--- config.mk ---
export PLATFORM = sky130hd
export DESIGN_NAME = insn_fetch_ctrl
export DESIGN_NICKNAME = d
export VERILOG_FILES = /design/src/rtl/insn_fetch_ctrl.sv
export SDC_FILE = /design/constraint.sdc
export NUM_CORES = 1
export LEC_CHECK = 0
export CORE_UTILIZATION = 33
export CTS_CLUSTER_SIZE = 10
export DETAILED_ROUTE_END_ITERATION = 10
export GPL_TIMING_DRIVEN = 0
export PLACE_DENSITY_LB_ADDON = 0.1
export SYNTH_ARGS = -nofsm -noshare
export SYNTH_HDL_FRONTEND = slang
export SYNTH_SLANG_ARGS = --single-unit
--- constraint.sdc ---
create_clock -name i_clk -period 2.44 [get_ports i_clk]
set_input_delay 0.244 -clock i_clk [delete_from_list [all_inputs] [get_ports i_clk]]
set_output_delay 0.244 -clock i_clk [all_outputs]
set_load 0.03 [all_outputs]
--- src/rtl/insn_fetch_ctrl.sv ---
// insn_fetch_ctrl: owns the fetch PC, indexes insn_mem and feeds decode through a
// 2-entry skid buffer with valid/ready. Handles redirects, ECALL halt and misaligned-target fault.
// Optional build macro: FETCH_PERF_EN adds push and stall performance counters.
module insn_fetch_ctrl #(
   parameter int unsigned ADDR_W    = 10,
   parameter int unsigned RESET_IDX = 0
) (
   input  logic              i_clk,
   input  logic              i_rst,
   input  logic              i_start,
   output logic [ADDR_W-1:0] o_mem_idx,
   input  logic [31:0]       i_mem_insn,
   input  logic              i_redirect_valid,
   input  logic [31:0]       i_redirect_target,
   output logic              o_out_valid,
   input  logic              i_out_ready,
   output logic [31:0]       o_out_insn,
   output logic [31:0]       o_out_pc,
   output logic              o_halted,
   output logic              o_fault
`ifdef FETCH_PERF_EN
   ,
   output logic [31:0]       o_perf_fetch_cnt,
   output logic [31:0]       o_perf_stall_cnt
`endif
);

   localparam int unsigned DEPTH = 2;
   localparam logic [31:0] ECALL = 32'h0000_0073;

   typedef enum logic [1:0] {
      S_IDLE  = 2'd0,
      S_RUN   = 2'd1,
      S_HALT  = 2'd2,
      S_FAULT = 2'd3
   } state_t;

   state_t            r_state;
   state_t            w_state_next;
   logic              r_halted;
   logic              r_fault;
   logic              r_valid;
   logic [ADDR_W-1:0] r_idx;
   logic [ADDR_W-1:0] w_idx_next;
   logic [ADDR_W-1:0] r_buf_idx  [DEPTH];
   logic [31:0]       r_buf_insn [DEPTH];
   logic              r_head;
   logic [1:0]        r_count;
   logic [1:0]        w_count_next;
   logic              w_tail;
   logic              w_push;
   logic              w_pop;
   logic              w_flush;
   logic              w_misalign;
   logic [ADDR_W-1:0] w_target_idx;
   logic              w_unused_tgt;

   assign w_misalign   = |i_redirect_target[1:0];
   assign w_target_idx = i_redirect_target[ADDR_W+1:2];
   assign w_unused_tgt = ^i_redirect_target[31:ADDR_W+2];
   assign w_pop        = (r_count != 2'd0) && i_out_ready;
   assign w_tail       = r_head ^ r_count[0];

   // State register plus registered status flags derived from the next state
   always_ff @(posedge i_clk) begin
      if (i_rst) begin
         r_state  <= S_IDLE;
         r_halted <= 1'b0;
         r_fault  <= 1'b0;
      end else begin
         r_state  <= w_state_next;
         r_halted <= (w_state_next == S_HALT);
         r_fault  <= (w_state_next == S_FAULT);
      end
   end

   // Next state, PC update and push/flush decisions; a redirect always beats fetch
   always_comb begin
      w_state_next = r_state;
      w_idx_next   = r_idx;
      w_push       = 1'b0;
      w_flush      = 1'b0;
      case (r_state)
         S_IDLE: begin
            if (i_redirect_valid && !w_misalign) begin
               w_idx_next = w_target_idx;
            end
            if (i_start) begin
               w_state_next = S_RUN;
            end
         end
         S_RUN, S_HALT: begin
            if (i_redirect_valid) begin
               w_flush = 1'b1;
               if (w_misalign) begin
                  w_state_next = S_FAULT;
               end else begin
                  w_idx_next   = w_target_idx;
                  w_state_next = S_RUN;
               end
            end else if ((r_state == S_RUN) && ((r_count < 2'd2) || w_pop)) begin
               w_push     = 1'b1;
               w_idx_next = r_idx + ADDR_W'(1);
               if (i_mem_insn == ECALL) begin
                  w_state_next = S_HALT;
               end
            end
         end
         S_FAULT: begin
            w_flush = 1'b1;
         end
         default: begin
            w_state_next = S_IDLE;
            w_flush      = 1'b1;
         end
      endcase
   end

   // Buffer occupancy after this cycle's push/pop, or empty on a flush
   always_comb begin
      w_count_next = r_count;
      if (w_flush) begin
         w_count_next = 2'd0;
      end else begin
         w_count_next = r_count + 2'(w_push) - 2'(w_pop);
      end
   end

   // Program counter
   always_ff @(posedge i_clk) begin
      if (i_rst) begin
         r_idx <= ADDR_W'(RESET_IDX);
      end else begin
         r_idx <= w_idx_next;
      end
   end

   // Skid buffer storage, head pointer and occupancy; push lands at the tail slot
   always_ff @(posedge i_clk) begin
      if (i_rst) begin
         for (int i = 0; i < int'(DEPTH); i++) begin
            r_buf_idx[i]  <= '0;
            r_buf_insn[i] <= '0;
         end
         r_head  <= 1'b0;
         r_count <= 2'd0;
         r_valid <= 1'b0;
      end else begin
         r_count <= w_count_next;
         r_valid <= (w_count_next != 2'd0);
         if (w_flush) begin
            r_head <= 1'b0;
         end else begin
            if (w_push) begin
               r_buf_idx[w_tail]  <= r_idx;
               r_buf_insn[w_tail] <= i_mem_insn;
            end
            if (w_pop) begin
               r_head <= ~r_head;
            end
         end
      end
   end

`ifdef FETCH_PERF_EN
   logic [31:0] r_perf_fetch_cnt;
   logic [31:0] r_perf_stall_cnt;

   // Push counter and full-without-pop stall counter, both free-running and wrapping
   always_ff @(posedge i_clk) begin
      if (i_rst) begin
         r_perf_fetch_cnt <= '0;
         r_perf_stall_cnt <= '0;
      end else begin
         if (w_push) begin
            r_perf_fetch_cnt <= r_perf_fetch_cnt + 32'd1;
         end
         if ((r_state == S_RUN) && (r_count == 2'd2) && !w_pop) begin
            r_perf_stall_cnt <= r_perf_stall_cnt + 32'd1;
         end
      end
   end

   assign o_perf_fetch_cnt = r_perf_fetch_cnt;
   assign o_perf_stall_cnt = r_perf_stall_cnt;
`endif

   assign o_mem_idx   = r_idx;
   assign o_out_valid = r_valid;
   assign o_out_insn  = r_buf_insn[r_head];
   assign o_out_pc    = 32'({r_buf_idx[r_head], 2'b00});
   assign o_halted    = r_halted;
   assign o_fault     = r_fault;

endmodule

==> load_flow_metrics.sql, run 1 <==
INSERT INTO impl_metrics (metric_group, metric, value, unit) VALUES
('final_layout', 'stdcell_area', '6730', 'um^2'),
('worst_setup_path', 'critical_path.reg2reg.startpoint', 'r_state[1]$_SDFF_PP0_', ''),
('sta', 'whs', '0.295', 'ns'),
('worst_setup_path', 'worstSetupStartpointType', 'register', ''),
('final_layout', 'layout.cells.most_common', 'clkdlybuf4s50_1', ''),
('sta', 'maxSlewHeadroom', '63.0', '%'),
('clock_network', 'clock_sinks', '103', ''),
('synth', 'synth_warnings', '0', ''),
('routing', 'antenna_left', '0', ''),
('worst_setup_path', 'reg2reg_setup_slack', '0.18', 'ns'),
('final_layout', 'most_frequent_cells_in_the_layout', 'clkdlybuf4s50_1 (102), edfxtp_1 (84), and2_1 (81), mux2_2 (42), buf_4 (25)', ''),
('grt', 'global_route_wire_length_before_repair', '19200', 'um'),
('placed_design', 'port_buffers', '102', ''),
('flow_run', 'cap_violations', '0', ''),
('worst_setup_path', 'worst-endpoint-required', '2.20', 'ns'),
('placed_design', 'routabilityCongestion', '0.752', ''),
('sta', 'rsz0062_at_grt', 'no', ''),
('placed_design', 'detailed_place_hpwl', '7800', 'um'),
('grt', 'grt_pass1_vias', '3496', ''),
('synth', 'synthCells', '404', ''),
('power_and_ir_drop', 'vdd.ir_drop.worst', '0.000410', 'V'),
('synth', 'synth_edf_count', '84', ''),
('final_layout', 'finish.net_count', '624', ''),
('synth', 'synthesis.area_per_instance', '12.4', 'um^2'),
('power_and_ir_drop', 'cellPowerDensity', '778', 'nW/um^2'),
('final_layout', 'area_growth', '34.7', '%'),
('routing', 'drtPass1Iterations', '7', ''),
('routing', 'dr_total_vias', '3489', ''),
('clock_network', 'cts_inserted_buffers', '9', ''),
('synth', 'mappedNetlistArea', '5000', 'um^2'),
('hold_path', 'timing.hold.worst.class', 'primary input to register', ''),
('synth', 'synth_sequential_area_ratio', '58.1', '%'),
('sta', 'min_period', '2.26', 'ns'),
('routing', 'initialDrtViolationCount', '203', ''),
('sta', 'max_clock_freq', '443', 'MHz'),
('die', 'fp.dieArea', '15600', 'um^2'),
('worst_setup_path', 'worst-path-max-fanout', '10', ''),
('routing', 'vias_per_cell', '4.73', ''),
('grt', 'grt_usage', '16.0', '%'),
('routing', 'drcViolationCount', '12', ''),
('worst_setup_path', 'worst_setup_path_end_kind', 'primary output', ''),
('synth', 'yosys_register_bits', '103', ''),
('clock_network', 'clkLatencyLatePin', '0.35', 'ns'),
('sta', 'timing.final.crit_share', '92.6', '%'),
('final_layout', 'post_route_cells_drive_above_1_share', '22.4', '%'),
('clock_network', 'clock_tree.buffer_depth', '2', ''),
('worst_setup_path', 'criticalPathCategory', 'register to primary output', ''),
('grt', 'grt_overflow_total', '0', ''),
('clock_network', 'ctsRootBufferMaster', 'clkbuf_16', ''),
('synth', 'yosysUniqueCellTypes', '53', ''),
('final_layout', 'n_fill_cell', '1375', ''),
('final_layout', 'final_core_util', '46.0', '%'),
('sta', 'fin_skew', '0.00396', 'ns'),
('synth', 'dominantRegCellSynth', 'edfxtp_1', ''),
('synth', 'post_synth_main_area_contributors', 'edfxtp_1 (50%), and2_1 (10%), mux2_2 (9.5%)', ''),
('synth', 'netlist.area_leader.share', '50.5', '%'),
('clock_network', 'clk_pin_slew_worst_setup_hold_paths', '0.07', 'ns'),
('die', 'floorplan.io_pins', '146', ''),
('die', 'placeableCoreArea', '14600', 'um^2'),
('synth', 'yosysTopAreaCell', 'edfxtp_1', ''),
('synth', 'synthArstFlopShare', '0', '%'),
('die', 'num_rows', '44', ''),
('routing', 'wl_per_cell', '16.2', 'um'),
('die', 'die_w', '125', 'um'),
('sta', 'setup-violations-final', '0', ''),
('hold_path', 'min_from', 'i_rst', ''),
('routing', 'wirelength', '12000', 'um'),
('power_and_ir_drop', 'leakagePower', '0.00256', 'uW'),
('placed_design', 'place_area', '6330', 'um^2'),
('final_layout', 'antenna_cells', '0', ''),
('sta', 'final-hold-violation-count', '0', ''),
('die', 'floorplan.initialDensity', '34.1', '%'),
('grt', 'grt_start_max_net_pins', '20', ''),
('grt', 'antenna_violations_before_repair', '0', ''),
('clock_network', 'cts_tree', 'done', ''),
('status', 'status', 'complete, but fails checks', ''),
('status', 'failed_checks', 'design-rule violations', ''),
('clock_network', 'h-tree-depth', '3', ''),
('sta', 'final_max_slew_viol_count', '0', ''),
('die', 'die_span_y', '125', 'um'),
('sta', 'slew_worst_pin', '0.550', 'ns'),
('worst_setup_path', 'worstPathArrival', '2.01', 'ns');
-- cell families (layout without fill, tap and decap cells) --
| logic type | after synthesis | count (layout) | share of synthesized area [%] |
|---|---|---|---|
| other | 1 | 22 | 0.0751 |
| xor gates and xnor gates | 5 | 5 | 0.877 |
| and+or+nand+nor | 154 | 163 | 18.3 |
| muxes | 42 | 42 | 9.47 |
| adders and majority gates | 6 | 6 | 1.50 |
| buffers and inverters | 47 | 167 | 5.51 |
| AOI/OAI and AO/OA | 46 | 46 | 6.16 |
| DFF | 103 | 103 | 58.1 |
-- cells in the mapped netlist (2+ instances only) --
| cell | number |
|---|---|
| a21oi_1 | 16 |
| nor4_1 | 7 |
| nand3_1 | 6 |
| nand2_1 | 14 |
| o21a_1 | 2 |
| nor2_2 | 2 |
| nor2_1 | 14 |
| edfxtp_1 | 84 |
| clkbuf_2 | 8 |
| or2_2 | 5 |
| and2_1 | 81 |
| inv_1 | 6 |
| buf_4 | 23 |
| buf_2 | 2 |
| mux2_2 | 42 |
| a311oi_1 | 5 |
| clkbuf_1 | 8 |
| and2_2 | 2 |
| and2b_1 | 2 |
| dfxtp_1 | 19 |
| nand4_1 | 2 |
| o31ai_1 | 2 |
| nor3_1 | 3 |
| nand2b_1 | 4 |
| xor2_1 | 2 |
| ha_1 | 6 |
| xnor2_1 | 3 |
| o21ai_0 | 8 |
| or3_1 | 2 |
-- registers in the layout (all words and copies together) (netlist names), named ones only --
name / flops
o_mem_idx: 10
r_buf_insn: 64
o_out_valid: 1
o_fault: 1
r_head: 1
o_halted: 1
r_buf_idx: 20
r_count: 2
r_state: 2
-- final cells by class --
type                            instances  area [um^2]  area share, %
Sequential cell                       103         2910           43.2
Timing Repair Buffer                  105         1060           15.7
Tap cell                              184          230           3.42
Inverter                                6         22.5          0.335
Multi-Input combinational cell        284         1990           29.6
Buffer                                 40          267           3.96
Clock buffer                           11          233           3.46
Clock inverter                          5         25.0          0.372
-- power by group --
part / switching [uW] / total [uW] / internal (uW)
combinational: 987 / 1800 / 809
sequential: 90.6 / 2120 / 2030
clock: 635 / 1320 / 683
-- repair_timing --
item / 4_1_cts / 5_1_grt
hold endpoints to repair: 0 / 0
pin swaps: 7 / 1
setup endpoints to repair: 204 / 201
setup buffers: 3 / 0
hold buffers: 0 / 0
cloned: 9 / 0
gates resized for setup: 18 / 5
-- through the flow --
| stage | power [uW] | setup TNS, ns | instances | worst slack (ns) |
|---|---|---|---|---|
| after floorplan | 3270 | 0 | 425 | 0.0796 |
| after global placement | 3910 | -38.37 | 711 | -0.473 |
| after detailed placement | 3920 | -38.89 | 711 | -0.470 |
| after CTS | 5280 | 0 | 738 | 0.00163 |
| after global routing | 5480 | 0 | 738 | 0.0128 |
| final | 5240 | 0 | 738 | 0.181 |
-- routing by layer --
layer / up-vias / GRT usage [%] / share of wire, %
met5: - / 0 / 0
met4: 0 / 6.46 / 1.8
met3: 14 / 3.12 / 5.0
met2: 107 / 26.9 / 48
met1: 1659 / 20.4 / 45
li1: 1709 / - / -
-- final timing paths --
kind                                    to  depth (start not counted)
min reg2reg      o_mem_idx[9]$_SDFFE_PP0P_                          1
max reg2reg  r_buf_idx[0][9]$_SDFFCE_PN0P_                          8
max                            o_out_pc[7]                          3
min              o_mem_idx[7]$_SDFFE_PP0P_                          2
-- critical path: stages (launching register included) --
cell and delay, ns:
dfxtp_2 0.41, clkbuf_4 0.27, mux2_2 0.38, clkdlybuf4s50_1 0.60
Note: power is estimated with default switching activity, not from simulation.
==> inputs of run 2 (changes only) <==
--- a/config.mk
+++ b/config.mk
@@ -8,7 +8,6 @@
 export CORE_UTILIZATION = 33
 export CTS_CLUSTER_SIZE = 10
 export DETAILED_ROUTE_END_ITERATION = 10
-export GPL_TIMING_DRIVEN = 0
 export PLACE_DENSITY_LB_ADDON = 0.1
 export SYNTH_ARGS = -nofsm -noshare
 export SYNTH_HDL_FRONTEND = slang
==> constraint.sdc (replaced) <==
create_clock -name i_clk -period 2.6 [get_ports i_clk]
set_input_delay 0.26 -clock i_clk [delete_from_list [all_inputs] [get_ports i_clk]]
set_output_delay 0.26 -clock i_clk [all_outputs]
set_load 0.03 [all_outputs]
==> run 2 against run 1 <==
The flow still finishes with violations (design-rule violations). Largest cell class unchanged. Utilization shrank 1.4 points. Critical path depth grew 5. Power shrank 5.4%. Sequential cell count is the same. Hold slack gained 0.21 ns. Register-to-register slack gained 0.05 ns. Clock power is essentially flat. First-iteration DRC count shrank 18%. Largest power group unchanged. Setup slack gained 0.052 ns. Cell count shrank 5.0%.
==> load_flow_metrics.sql, run 2 (synthesis gave the netlist of run 1 again) <==
INSERT INTO impl_metrics (metric_group, metric, value, unit) VALUES
('die', 'die_w', '125', 'um'),
('power_and_ir_drop', 'internal_power', '3400', 'uW'),
('worst_setup_path', 'worstSetupStartpointType', 'register', ''),
('worst_setup_path', 'cpMaxStageDelayCell', 'dfxtp_1', ''),
('worst_setup_path', 'critical_path.reg2reg.startpoint', 'r_state[0]$_SDFF_PP0_', ''),
('final_layout', 'n_fill_cell', '1400', ''),
('worst_setup_path', 'worst-endpoint-required', '2.63', 'ns'),
('die', 'die_span_y', '125', 'um'),
('sta', 'setup_total_negative_slack', '0', 'ns'),
('die', 'floorplan.io_pins', '146', ''),
('power_and_ir_drop', 'power.clock.fraction', '27.1', '%'),
('grt', 'grt_usage', '14.6', '%'),
('clock_network', 'clkLatencyLatePin', '0.34', 'ns'),
('routing', 'antenna_left', '0', ''),
('status', 'failed_checks', 'design-rule violations', ''),
('worst_setup_path', 'reg2reg_setup_slack', '0.23', 'ns'),
('worst_setup_path', 'worst-path-stages', '8', ''),
('final_layout', 'post_route_cells_drive_above_1_share', '17.2', '%'),
('die', 'fp.dieArea', '15600', 'um^2'),
('clock_network', 'clock_sinks', '103', ''),
('worst_setup_path', 'worst_setup_path_end_kind', 'register', ''),
('sta', 'slew_worst_pin', '0.578', 'ns'),
('routing', 'drtPass1Iterations', '8', ''),
('clock_network', 'cts_inserted_buffers', '9', ''),
('final_layout', 'most_frequent_cells_in_the_layout', 'clkdlybuf4s50_1 (103), edfxtp_1 (84), and2_1 (81), mux2_2 (42), conb_1 (22)', ''),
('power_and_ir_drop', 'power.sequential.fraction', '40.0', '%'),
('worst_setup_path', 'worst_r2r_path_depth', '8', ''),
('placed_design', 'placed_cells', '685', ''),
('clock_network', 'ctsHoldBuffers', '0', ''),
('power_and_ir_drop', 'report.power.total', '4950', 'uW'),
('sta', 'min_period', '2.37', 'ns'),
('worst_setup_path', 'criticalPathCategory', 'register to register', ''),
('clock_network', 'cts_resized', '0', ''),
('power_and_ir_drop', 'netSwitchingFraction', '31.4', '%'),
('routing', 'initialDrtViolationCount', '166', ''),
('clock_network', 'clk_pin_slew_worst_setup_hold_paths', '0.07', 'ns'),
('routing', 'wirelength', '10800', 'um'),
('final_layout', 'layout.cells.most_common', 'clkdlybuf4s50_1', ''),
('worst_setup_path', 'cp_num_buf_inv', '2', ''),
('clock_network', 'h-tree-depth', '3', ''),
('worst_setup_path', 'rr_endpoint', 'r_buf_idx[0][0]$_SDFFCE_PN0P_', ''),
('final_layout', 'max_flop_register', 'r_buf_insn', ''),
('hold_path', 'timing.hold.worst.class', 'primary input to register', ''),
('final_layout', 'finish.net_count', '587', ''),
('grt', 'grt_overflow_total', '0', ''),
('final_layout', 'final_core_util', '44.6', '%'),
('sta', 'whs', '0.505', 'ns'),
('routing', 'drcViolationCount', '14', ''),
('placed_design', 'routabilityCongestion', '0.777', ''),
('flow_run', 'cap_violations', '0', ''),
('final_layout', 'area_growth', '30.7', '%'),
('sta', 'timing.final.crit_share', '91.0', '%'),
('sta', 'rsz0062_at_grt', 'no', ''),
('routing', 'wl_per_cell', '15.4', 'um'),
('final_layout', 'number_of_standard_cells_in_the_layout_taps_in_and_fillers_out', '701', ''),
('sta', 'final_max_slew_viol_count', '0', ''),
('grt', 'antenna_violations_before_repair', '0', ''),
('power_and_ir_drop', 'pwr-share-comb', '32.8', '%'),
('power_and_ir_drop', 'cellPowerDensity', '759', 'nW/um^2'),
('clock_network', 'cts_setup_buffers', '0', ''),
('status', 'status', 'complete, but fails checks', ''),
('clock_network', 'ctsRootBufferMaster', 'clkbuf_16', ''),
('clock_network', 'clock_tree.buffer_depth', '2', ''),
('worst_setup_path', 'cp_cell_sequence', 'inv_1 -> ha_1 -> a21oi_2 -> o21bai_1 -> or2_1 -> nor2_2 -> or2_2 -> buf_4', ''),
('clock_network', 'cts_tree', 'done', ''),
('worst_setup_path', 'endpoint_of_the_most_critical_setup_path', 'r_buf_idx[0][0]$_SDFFCE_PN0P_', ''),
('worst_setup_path', 'worstPathArrival', '2.39', 'ns'),
('grt', 'grt_start_max_net_pins', '43', ''),
('sta', 'setup-violations-final', '0', ''),
('sta', 'max_clock_freq', '422', 'MHz'),
('die', 'floorplan.initialDensity', '34.1', '%'),
('power_and_ir_drop', 'leakagePower', '0.00242', 'uW'),
('placed_design', 'port_buffers', '103', ''),
('final_layout', 'number_of_flip_flops_under_the_largest_register_name', '64', ''),
('grt', 'global_route_wire_length_before_repair', '17500', 'um'),
('worst_setup_path', 'max_stage_delay', '0.44', 'ns'),
('placed_design', 'detailed_place_hpwl', '7240', 'um'),
('die', 'num_rows', '44', ''),
('routing', 'vias_per_cell', '4.71', ''),
('grt', 'grt_pass1_vias', '3332', ''),
('sta', 'maxSlewHeadroom', '61.4', '%'),
('power_and_ir_drop', 'vdd.ir_drop.worst', '0.000283', 'V'),
('worst_setup_path', 'crit_start', 'r_state[0]$_SDFF_PP0_', ''),
('sta', 'fin_skew', '0.00713', 'ns'),
('final_layout', 'antenna_cells', '0', ''),
('power_and_ir_drop', 'switchingPower', '1560', 'uW'),
('worst_setup_path', 'family_of_cells_with_the_greatest_summed_delay_on_the_critical_path', 'simple AND/OR/NAND/NOR gates', ''),
('worst_setup_path', 'worst-path-max-fanout', '15', ''),
('sta', 'final-hold-violation-count', '0', ''),
('routing', 'dr_total_vias', '3304', ''),
('die', 'placeableCoreArea', '14600', 'um^2');
[run 2: cell types whose count changed in the layout (fill, tap and decap cells not counted), moves of 2 or more]
| cell | change |
|---|---|
| clkbuf_2 | -6 |
| buf_4 | -14 |
| buf_2 | -3 |
| nor2_4 | -2 |
| buf_12 | +2 |
| or2_4 | -9 |
| clkinv_1 | -2 |
| clkbuf_1 | -5 |
| clkbuf_8 | +2 |
| nor2_2 | +2 |
| clkbuf_4 | -5 |
[run 2: cell type report]
class	instances	area (um^2)	share of cell area, %
flip-flops and latches	103	2900	44.5
well taps	184	230	3.53
multi-input cells	275	1900	29.0
inverters	6	22.5	0.345
clock inverters	4	25.0	0.383
clock buffers	12	278	4.25
repair buffers	117	1170	18.0
[run 2: how the worst min path moves through the flow]
stage,end,start,depth (start not counted)
after CTS,o_mem_idx[4]$_SDFFE_PP0P_,i_redirect_target[6],3
after detailed placement,o_mem_idx[5]$_SDFFE_PP0P_,o_mem_idx[5]$_SDFFE_PP0P_,2
after floorplan,o_mem_idx[1]$_SDFFE_PP0P_,i_redirect_target[3],2
final,o_mem_idx[4]$_SDFFE_PP0P_,i_redirect_target[6],3
after global routing,o_mem_idx[1]$_SDFFE_PP0P_,i_redirect_target[3],3
after global placement,o_mem_idx[5]$_SDFFE_PP0P_,o_mem_idx[5]$_SDFFE_PP0P_,2
[run 2: power groups by stage]
| stage | logic (uW) | registers (uW) | clock network [uW] |
|---|---|---|---|
| CTS | 1660 | 1980 | 1380 |
| global route | 1740 | 2000 | 1440 |
| finish | 1630 | 1980 | 1340 |
| global placement | 1650 | 2010 | 0 |
| detailed placement | 1640 | 2020 | 0 |
| floorplan | 1040 | 2030 | 0 |
[run 2: routing by layer]
metal | track usage [%] | up-vias | part of all wire [%]
met5 | 0 | - | 0
met1 | 19.5 | 1602 | 46
met3 | 2.95 | 6 | 5.3
li1 | - | 1619 | -
met2 | 23.8 | 77 | 48
met4 | 4.52 | 0 | 1.0
[run 2: worst register-to-register path, stage by stage (launching register included)]
cell,delay [ns]
dfxtp_1,0.44
inv_1,0.07
ha_1,0.37
a21oi_2,0.23
o21bai_1,0.10
or2_1,0.29
nor2_2,0.14
or2_2,0.16
buf_4,0.25
[run 2: metrics by stage]
stage / setup WS (ns) / cell area [um^2]
floorplan: 0.0339 / 5070
CTS: 0.231 / 6530
global route: 0.0731 / 6530
finish: 0.233 / 6530
detailed placement: 0.253 / 6230
global placement: 0.263 / 6230
